--- src/rtl/mmio_pkg.sv ---
// Shared definitions for the memory-mapped UART transmitter: register
// offsets, STATUS bit positions, UART FSM state encoding and parity helper.
package mmio_pkg;

  localparam logic [31:0] TXDATA_OFS = 32'd0;
  localparam logic [31:0] STATUS_OFS = 32'd4;

  localparam int ST_FULL_BIT  = 0;
  localparam int ST_EMPTY_BIT = 1;
  localparam int ST_BUSY_BIT  = 2;
  localparam int ST_OVF_BIT   = 3;

  typedef enum logic [2:0] {
    S_IDLE   = 3'd0,
    S_START  = 3'd1,
    S_DATA   = 3'd2,
    S_PARITY = 3'd3,
    S_STOP   = 3'd4
  } uart_state_e;

  // Even parity: the bit that makes the total count of ones even.
  function automatic logic even_parity(input logic [7:0] b);
    return ^b;
  endfunction

endpackage

--- src/rtl/sync_fifo.sv ---
// Synchronous FIFO with (log2(DEPTH)+1)-bit wrapping pointers; full/empty are
// derived from the pointer MSB compare. A push while full is accepted only
// when a pop happens on the same edge.
module sync_fifo #(
  parameter int DEPTH = 4,
  parameter int WIDTH = 8
) (
  input  logic             clk,
  input  logic             rst,
  input  logic             push,
  input  logic             pop,
  input  logic [WIDTH-1:0] din,
  output logic [WIDTH-1:0] dout,
  output logic             full,
  output logic             empty
);
  import mmio_pkg::*;

  localparam int AW = $clog2(DEPTH);

  logic [AW:0]      wr_q, rd_q;
  logic [WIDTH-1:0] mem_q [DEPTH];
  logic             do_push_s, do_pop_s;

  assign empty     = (wr_q == rd_q);
  assign full      = (wr_q[AW] != rd_q[AW]) && (wr_q[AW-1:0] == rd_q[AW-1:0]);
  assign do_pop_s  = pop & ~empty;
  assign do_push_s = push & (~full | do_pop_s);
  assign dout      = mem_q[rd_q[AW-1:0]];

  // Pointer and storage update; storage cleared on reset so dout is defined.
  always_ff @(posedge clk or negedge rst) begin
    if (!rst) begin
      wr_q <= '0;
      rd_q <= '0;
      for (int i = 0; i < DEPTH; i++) mem_q[i] <= '0;
    end else begin
      if (do_push_s) begin
        mem_q[wr_q[AW-1:0]] <= din;
        wr_q <= wr_q + {{AW{1'b0}}, 1'b1};
      end
      if (do_pop_s) rd_q <= rd_q + {{AW{1'b0}}, 1'b1};
    end
  end

endmodule

--- src/rtl/mmio_uart_tx.sv ---
// Memory-mapped UART transmitter. Stores to TXDATA queue a byte; STATUS
// reports {overflow, busy, fifo_empty, fifo_full}. Serial 8N1 framing by
// default; defining UART_PARITY_EN adds an even-parity bit after the data.
module mmio_uart_tx
  import mmio_pkg::*;
#(
  parameter logic [31:0] BASE_ADDR    = 32'h0000_0100,
  parameter int          CLKS_PER_BIT = 16,
  parameter int          FIFO_DEPTH   = 4
) (
  input  logic        clk,
  input  logic        rst,
  input  logic        WE,
  input  logic [31:0] A,
  input  logic [31:0] WD,
  output logic [31:0] RD,
  output logic        sel,
  output logic        tx,
  output logic        busy
);

  localparam int BAUD_W = (CLKS_PER_BIT > 2) ? $clog2(CLKS_PER_BIT) : 1;
  localparam logic [BAUD_W-1:0] BAUD_LAST = BAUD_W'(CLKS_PER_BIT - 1);

  uart_state_e       state_q, state_d;
  logic [BAUD_W-1:0] baud_q, baud_d;
  logic [2:0]        bit_q, bit_d;
  logic [7:0]        shift_q, shift_d;
  logic              tx_q, tx_d;
  logic              ovf_q, ovf_d;

  logic       hit_data_s, hit_status_s, wr_data_s, wr_status_s;
  logic       fifo_full_s, fifo_empty_s, pop_s, push_ok_s;
  logic [7:0] fifo_dout_s;
  logic       baud_last_s;
  logic       unused_wd_s;

  assign hit_data_s   = (A == (BASE_ADDR + TXDATA_OFS));
  assign hit_status_s = (A == (BASE_ADDR + STATUS_OFS));
  assign sel          = hit_data_s | hit_status_s;
  assign wr_data_s    = WE & hit_data_s;
  assign wr_status_s  = WE & hit_status_s;
  assign push_ok_s    = wr_data_s & (~fifo_full_s | pop_s);
  assign baud_last_s  = (baud_q == BAUD_LAST);
  assign busy         = (state_q != S_IDLE) | ~fifo_empty_s;
  assign tx           = tx_q;
  assign unused_wd_s  = ^WD[31:8];

  sync_fifo #(.DEPTH(FIFO_DEPTH), .WIDTH(8)) u_fifo (
    .clk   (clk),
    .rst   (rst),
    .push  (wr_data_s),
    .pop   (pop_s),
    .din   (WD[7:0]),
    .dout  (fifo_dout_s),
    .full  (fifo_full_s),
    .empty (fifo_empty_s)
  );

  // STATUS read mux; TXDATA and unmapped addresses read as zero.
  always_comb begin
    RD = 32'd0;
    if (hit_status_s) begin
      RD[ST_OVF_BIT]   = ovf_q;
      RD[ST_BUSY_BIT]  = busy;
      RD[ST_EMPTY_BIT] = fifo_empty_s;
      RD[ST_FULL_BIT]  = fifo_full_s;
    end else begin
      RD = 32'd0;
    end
  end

  // Sticky overflow: a dropped byte sets it and wins over a same-edge clear.
  always_comb begin
    ovf_d = ovf_q;
    if (wr_data_s && !push_ok_s) begin
      ovf_d = 1'b1;
    end else if (wr_status_s && WD[ST_OVF_BIT]) begin
      ovf_d = 1'b0;
    end else begin
      ovf_d = ovf_q;
    end
  end

  // Serial FSM next state: shift register stays intact, bit counter indexes it.
  always_comb begin
    state_d = state_q;
    baud_d  = baud_q;
    bit_d   = bit_q;
    shift_d = shift_q;
    tx_d    = tx_q;
    pop_s   = 1'b0;
    case (state_q)
      S_IDLE: begin
        if (!fifo_empty_s) begin
          pop_s   = 1'b1;
          shift_d = fifo_dout_s;
          tx_d    = 1'b0;
          baud_d  = '0;
          state_d = S_START;
        end else begin
          tx_d    = 1'b1;
        end
      end
      S_START: begin
        if (baud_last_s) begin
          baud_d  = '0;
          bit_d   = 3'd0;
          tx_d    = shift_q[0];
          state_d = S_DATA;
        end else begin
          baud_d  = baud_q + {{(BAUD_W-1){1'b0}}, 1'b1};
        end
      end
      S_DATA: begin
        if (baud_last_s) begin
          baud_d = '0;
          if (bit_q == 3'd7) begin
`ifdef UART_PARITY_EN
            tx_d    = even_parity(shift_q);
            state_d = S_PARITY;
`else
            tx_d    = 1'b1;
            state_d = S_STOP;
`endif
          end else begin
            bit_d = bit_q + 3'd1;
            tx_d  = shift_q[bit_q + 3'd1];
          end
        end else begin
          baud_d = baud_q + {{(BAUD_W-1){1'b0}}, 1'b1};
        end
      end
`ifdef UART_PARITY_EN
      S_PARITY: begin
        if (baud_last_s) begin
          baud_d  = '0;
          tx_d    = 1'b1;
          state_d = S_STOP;
        end else begin
          baud_d  = baud_q + {{(BAUD_W-1){1'b0}}, 1'b1};
        end
      end
`endif
      S_STOP: begin
        if (baud_last_s) begin
          baud_d  = '0;
          state_d = S_IDLE;
        end else begin
          baud_d  = baud_q + {{(BAUD_W-1){1'b0}}, 1'b1};
        end
      end
      default: begin
        baud_d  = '0;
        tx_d    = 1'b1;
        state_d = S_IDLE;
      end
    endcase
  end

  // State registers; reset abandons any in-flight frame and idles the line high.
  always_ff @(posedge clk or negedge rst) begin
    if (!rst) begin
      state_q <= S_IDLE;
      baud_q  <= '0;
      bit_q   <= 3'd0;
      shift_q <= 8'd0;
      tx_q    <= 1'b1;
      ovf_q   <= 1'b0;
    end else begin
      state_q <= state_d;
      baud_q  <= baud_d;
      bit_q   <= bit_d;
      shift_q <= shift_d;
      tx_q    <= tx_d;
      ovf_q   <= ovf_d;
    end
  end

endmodule

--- config.mk ---
export PLATFORM = sky130hd
export DESIGN_NAME = mmio_uart_tx
export DESIGN_NICKNAME = d
export VERILOG_FILES = /design/src/rtl/mmio_pkg.sv /design/src/rtl/sync_fifo.sv /design/src/rtl/mmio_uart_tx.sv
export SDC_FILE = /design/constraint.sdc
export NUM_CORES = 1
export LEC_CHECK = 0
export BUFFER_PORTS_ARGS = -buffer_cell sky130_fd_sc_hd__buf_2
export CAP_MARGIN = 10
export CORE_MARGIN = 8
export CORE_UTILIZATION = 34
export CTS_CLUSTER_SIZE = 14
export DETAILED_ROUTE_END_ITERATION = 6
export PLACE_DENSITY = 0.63
export SYNTH_ARGS = -nofsm -noshare
export SYNTH_HDL_FRONTEND = slang
export SYNTH_SLANG_ARGS = --single-unit
--- constraint.sdc ---
create_clock -name clk -period 2.1 [get_ports clk]
set_clock_uncertainty 0.05 [all_clocks]
set_input_delay 0.42 -clock clk [delete_from_list [all_inputs] [get_ports clk]]
set_output_delay 0.42 -clock clk [all_outputs]
set_load 0.02 [all_outputs]
== Word-level counts from Yosys, hierarchy flattened ==
Index checks and enable logic that the tools add are counted.
Widths: inputs -> output; s select.
Word-level totals
  flip-flop bits (word level): 58
  input bits: 67
  output and inout port bits: 35
  logic and storage cells: 94
Cells by class
  $add $sub $neg: 4
  $lt $le $gt $ge: 4
  equal/unequal tests: 16
  multiplexer cells: 30
  bitwise gates (word level): 14
  reduce and logical (&&, ||, !) cells: 14
Operators by type and width (count)
  $eq 32x9->1 const B: 2
  $bwmux 32: 1
  $mux 8: 3
  $mux 3: 7
  $bmux 8 s2: 1
  $demux 8 s2: 1
  $mux 4: 3
  $ne 2x2->1 const B: 6
  $pmux 3 s4: 1
  $add 3x1->3 const B: 3
  $mux 1: 9
  $pmux 4 s2: 1
  $eq 3x3->1 const B: 2
  $ge 3x3->1 const B: 2
  $not 2->3: 2
  $pmux 3 s2: 1
  $and 1x1->1: 5
  $reduce_and 5->1: 1
  $add 4x1->4 const B: 1
  $eq 4x4->1 const B: 1
  $logic_and 1x1->1: 4
  $lt 3x4->1 const B: 1
  $or 1x1->1: 4
  $pmux 1 s4: 1
  16 further kinds: 19

== Logic depth before layout (Yosys ltp) ==
  depth after elaboration: 8
  gate-level depth with buffers: 6
  gate-level depth less buffers: 6

== Hierarchy ==
Synthesis repeated with hierarchy kept, for this count alone.
Second synthesis, totals
  cell total of the unflattened synthesis: 290
  area, all modules: 3299.4 sq um
By module, submodules not included
  sync_fifo: instances 1, cells an instance 153, area each 1929.4 sq um, seq. area each 950.9 sq um
  mmio_uart_tx: instances 1, cells an instance 137, area each 1370.1 sq um, seq. area each 501.7 sq um

== Least setup slack after synthesis ==
No wires, ideal clock.
  kind: input to output
  from: input port A[13]
  to: output port RD[0]
  data arrival time: 1.893 ns
  required time: 1.630 ns
  path slack: -0.263 ns
  stages: 3
  buffers on the path: 0
  cells stage by stage: nor4_1 -> nand4_2 -> nor4_1
Between the ends
  cells in the longest elaborated chain, start to end: 2
Ends and longest elaborated chain
  from (decl): line mmio_uart_tx.sv:14  | input logic [31:0] A,
  $eq 32x9->1: line mmio_uart_tx.sv:39  | assign hit_status_s = (A == (BASE_ADDR + STATUS_OFS));
  $mux 4: line mmio_uart_tx.sv:63  | if (hit_status_s) begin
  to (decl): line mmio_uart_tx.sv:16  | output logic [31:0] RD,
Every way passes these cells.

== Worst setup path after layout ==
  from: register u_fifo.rd_q[1]
  to: output port RD[2]
Between the ends
  cells in the longest elaborated chain, start to end: 4
Ends and longest elaborated chain
  from (decl): line sync_fifo.sv:21  | logic [AW:0] wr_q, rd_q;
  from (signal assigned): line sync_fifo.sv:42  | if (do_pop_s) rd_q <= rd_q + {{AW{1'b0}}, 1'b1};
  $eq 3x3->1: line sync_fifo.sv:25  | assign empty = (wr_q == rd_q);
  $not 1->1 (no source line)
  $or 1x1->1: line mmio_uart_tx.sv:45  | assign busy = (state_q != S_IDLE) | ~fifo_empty_s;
  $mux 4: line mmio_uart_tx.sv:63
Every way passes these cells.

==> flow_metrics.py <==
metrics = {
    "run_status": {
        "status": "finished, violations left",
        "violations": "setup timing",
    },
    "sta": {
        "fin_tns_setup_ns": -0.02149,
        "timing.slew.headroom_pct": 63.17,
        "tightest_slew_ns": 0.5512,
        "finalSetupViolCount": 1,
        "max_freq_mhz": 471.4,
        "final.min_clock_period_ns": 2.121,
        "final_hold_viol_count": 0,
        "period_share_pct": 101.0,
        "rsz0062_at_grt": "true",
        "slew_viol_final": 0,
        "fin_ws_ns": -0.02149,
    },
    "setup_path": {
        "path_class": "reg -> out",
        "cp_max_fo": 3,
        "cp-end-kind": "primary output",
        "startpoint_type": "flop",
        "crit_required_ns": 1.63,
        "ff2ff_path_depth": 7,
        "critPathArrivalTime_ns": 1.65,
        "r2r_end": "u_fifo.mem_q[14]",
        "r2r_slack_ns": 0.08,
        "r2r-start": "u_fifo.rd_q[1]",
    },
    "clock_network": {
        "root_buffer": "clkbuf_8",
        "cts_tree": "built",
        "cts_made_buffers": 9,
        "h-tree-depth": 3,
        "path_clk_slew_ns": 0.07,
        "cts_max_path_buffers": 2,
        "insertion_delay_ns": 0.33,
        "clock_sinks": 58,
    },
    "power_and_ir_drop": {
        "vdd_drop_max_mv": 0.5029,
        "leakage_uw": 0.002069,
        "p_per_area_nw_per_um2": 538.9,
    },
    "place": {
        "finalWeightedCongestion": 0.7326,
        "placed_cell_area_sq_um": 3945,
        "dp_hpwl_mm": 5.259,
        "placed_cells": 461,
        "portBuffers": 49,
    },
    "global_route": {
        "grt_antenna_before_repair": 0,
        "grt_usage_pct": 11.46,
        "grt-ovfl-total": 0,
        "grt_start_max_net_pins": 24,
        "grt_pass1_wl_mm": 11.83,
        "grt_pass1_vias": 2493,
    },
    "routing": {
        "drt_pass1_iterations": 5,
        "drc": 0,
        "post_drt_wl_per_cell_microns": 14.62,
        "vias": 2289,
        "drt_iter0_markers": 113,
        "routed_wl_mm": 7.177,
        "ant_nets": 0,
        "vias_per_cell": 4.662,
    },
    "layout": {
        "areaGrowthSynthToFinish_pct": 36.31,
        "final_common_cell": "dfrtp_1",
        "final_cells": 491,
        "layout.cells.most_common_list": "53 x dfrtp_1, 44 x mux2_2, 43 x buf_2",
        "design_area_sq_um": 4467,
        "num-fill-cells": 865,
        "n_antenna_cell": 0,
        "nets": 428,
        "drive_gt1_share_pct": 53.91,
    },
    "yosys": {
        "ys_seq_area_share_pct": 44.33,
        "synth-seq-cells": 58,
        "netlist_area_sq_um": 3277,
        "synth_cells": 261,
        "yosysUniqueCellTypes": 40,
        "synth_edf_count": 0,
        "synth_ff_type": "dfrtp_1",
        "postSynthAreaPerCell_sq_um": 12.56,
        "async_reset_ff_share_pct": 100.0,
        "ys_warn_count": 0,
    },
    "floorplan": {
        "die_area_sq_um": 13030,
        "dieHeight_microns": 114.2,
        "dieWidth_microns": 114.2,
        "ioPinCount": 102,
        "row_count": 36,
        "start_util_pct": 34.32,
        "core-area_sq_um": 9549,
    },
    "hold_path": {
        "hold_end": "ovf_q",
        "hold_class": "in -> reg",
        "hold_path.startpoint": "A[2]",
        "hold_path_depth": 2,
    },
    "flow_run": {
        "drv_cap": 0,
    },
}
-- worst max-delay path: stages (launching register included) --
cell     delay, ns
dfrtp_1       0.44
xor2_2        0.21
buf_6         0.14
nor3_4        0.18
nand2_2       0.08
and3_4        0.15
buf_6         0.12
-- routing by layer --
metal	global-route usage, %	up-vias	wire length (microns)
met5	0	-	0
met4	3.638	0	83
met3	3.270	9	361
met2	21.02	43	3837
met1	12.38	1149	2894
li1	-	1088	-
-- worst max-delay path by stage --
stage	from	to	slack [ns]	cells past startpoint
after floorplan	A[23]	u_fifo.mem_q[0]	-0.03	4
after global placement	A[23]	u_fifo.mem_q[8]	-0.06	7
after detailed placement	A[27]	u_fifo.mem_q[5]	-0.09	7
after CTS	u_fifo.wr_q[1]	RD[2]	-0.03	6
after global routing	u_fifo.rd_q[1]	RD[2]	-0.10	6
final	u_fifo.rd_q[1]	RD[2]	-0.02	6
-- cells in the mapped netlist, types with 5 or more instances --
library cell   n  area (sq um)
nand2_1        8         30.03
mux4_2        10         225.2
nor4_4         5         106.4
nor4_1         7         43.79
nor2b_1        5         31.28
clkbuf_1       5         18.77
o21ai_0        7         35.03
buf_4         28         210.2
xnor2_1        6         52.55
xor2_1         6         52.55
mux2_2        44         495.5
nand3_1       11         55.05
dfrtp_1       57          1426
ha_1           8         100.1
inv_1          7         26.28
-- state kept, by name (all words and copies together) (netlist names) --
register      flops
u_fifo.rd_q       3
baud_q            4
bit_q             3
u_fifo.mem_q     32
tx                1
state_q           3
shift_q           8
ovf_q             1
u_fifo.wr_q       3
-- logic make-up after synthesis --
family / count (synthesis) / share of synthesized area (%)
simple gates: 60 / 13.71
mux: 57 / 22.91
flops: 58 / 44.33
buf+inv: 42 / 8.095
other cells: 1 / 0.1144
fa+ha+maj: 8 / 3.055
compound gates: 23 / 4.582
xor+xnor: 12 / 3.207
-- power by group --
part           switching, uW  internal [uW]  total (uW)
combinational            110           47.3         158
sequential        0.00000176           1120        1120
clock                    436            696        1130
-- cell type report --
class	count	area [sq um]	area share, %
multi-input cells	188	1921	43.00
repair buffers	89	676.9	15.15
clock buffers	11	141.4	3.165
clock inverters	5	77.57	1.737
flip-flops and latches	58	1458	32.63
well taps	133	166.4	3.726
inverters	7	26.28	0.5882
-- stage by stage --
step	util [%]	worst slack (ns)	hold slack [ns]	power, uW
6_report	46.78	-0.02149	0.2445	2407
5_1_grt	46.78	-0.1002	0.2311	2498
4_1_cts	45.56	-0.02598	0.2264	2436
3_5_place_dp	41.31	-0.09177	0.3480	1282
3_3_place_gp	41.31	-0.05712	0.3457	1279
2_1_floorplan	-	-0.02525	0.07441	1236
-- repair_timing --
item / CTS / global route
hold buffers: 1 / 0
buffers inserted: 5 / 9
setup endpoints to repair: 4 / 36
hold endpoints to repair: 18 / 0
pin swaps: 7 / 8
gates resized for setup: 23 / 12
Power figures use the tool's default switching activity.
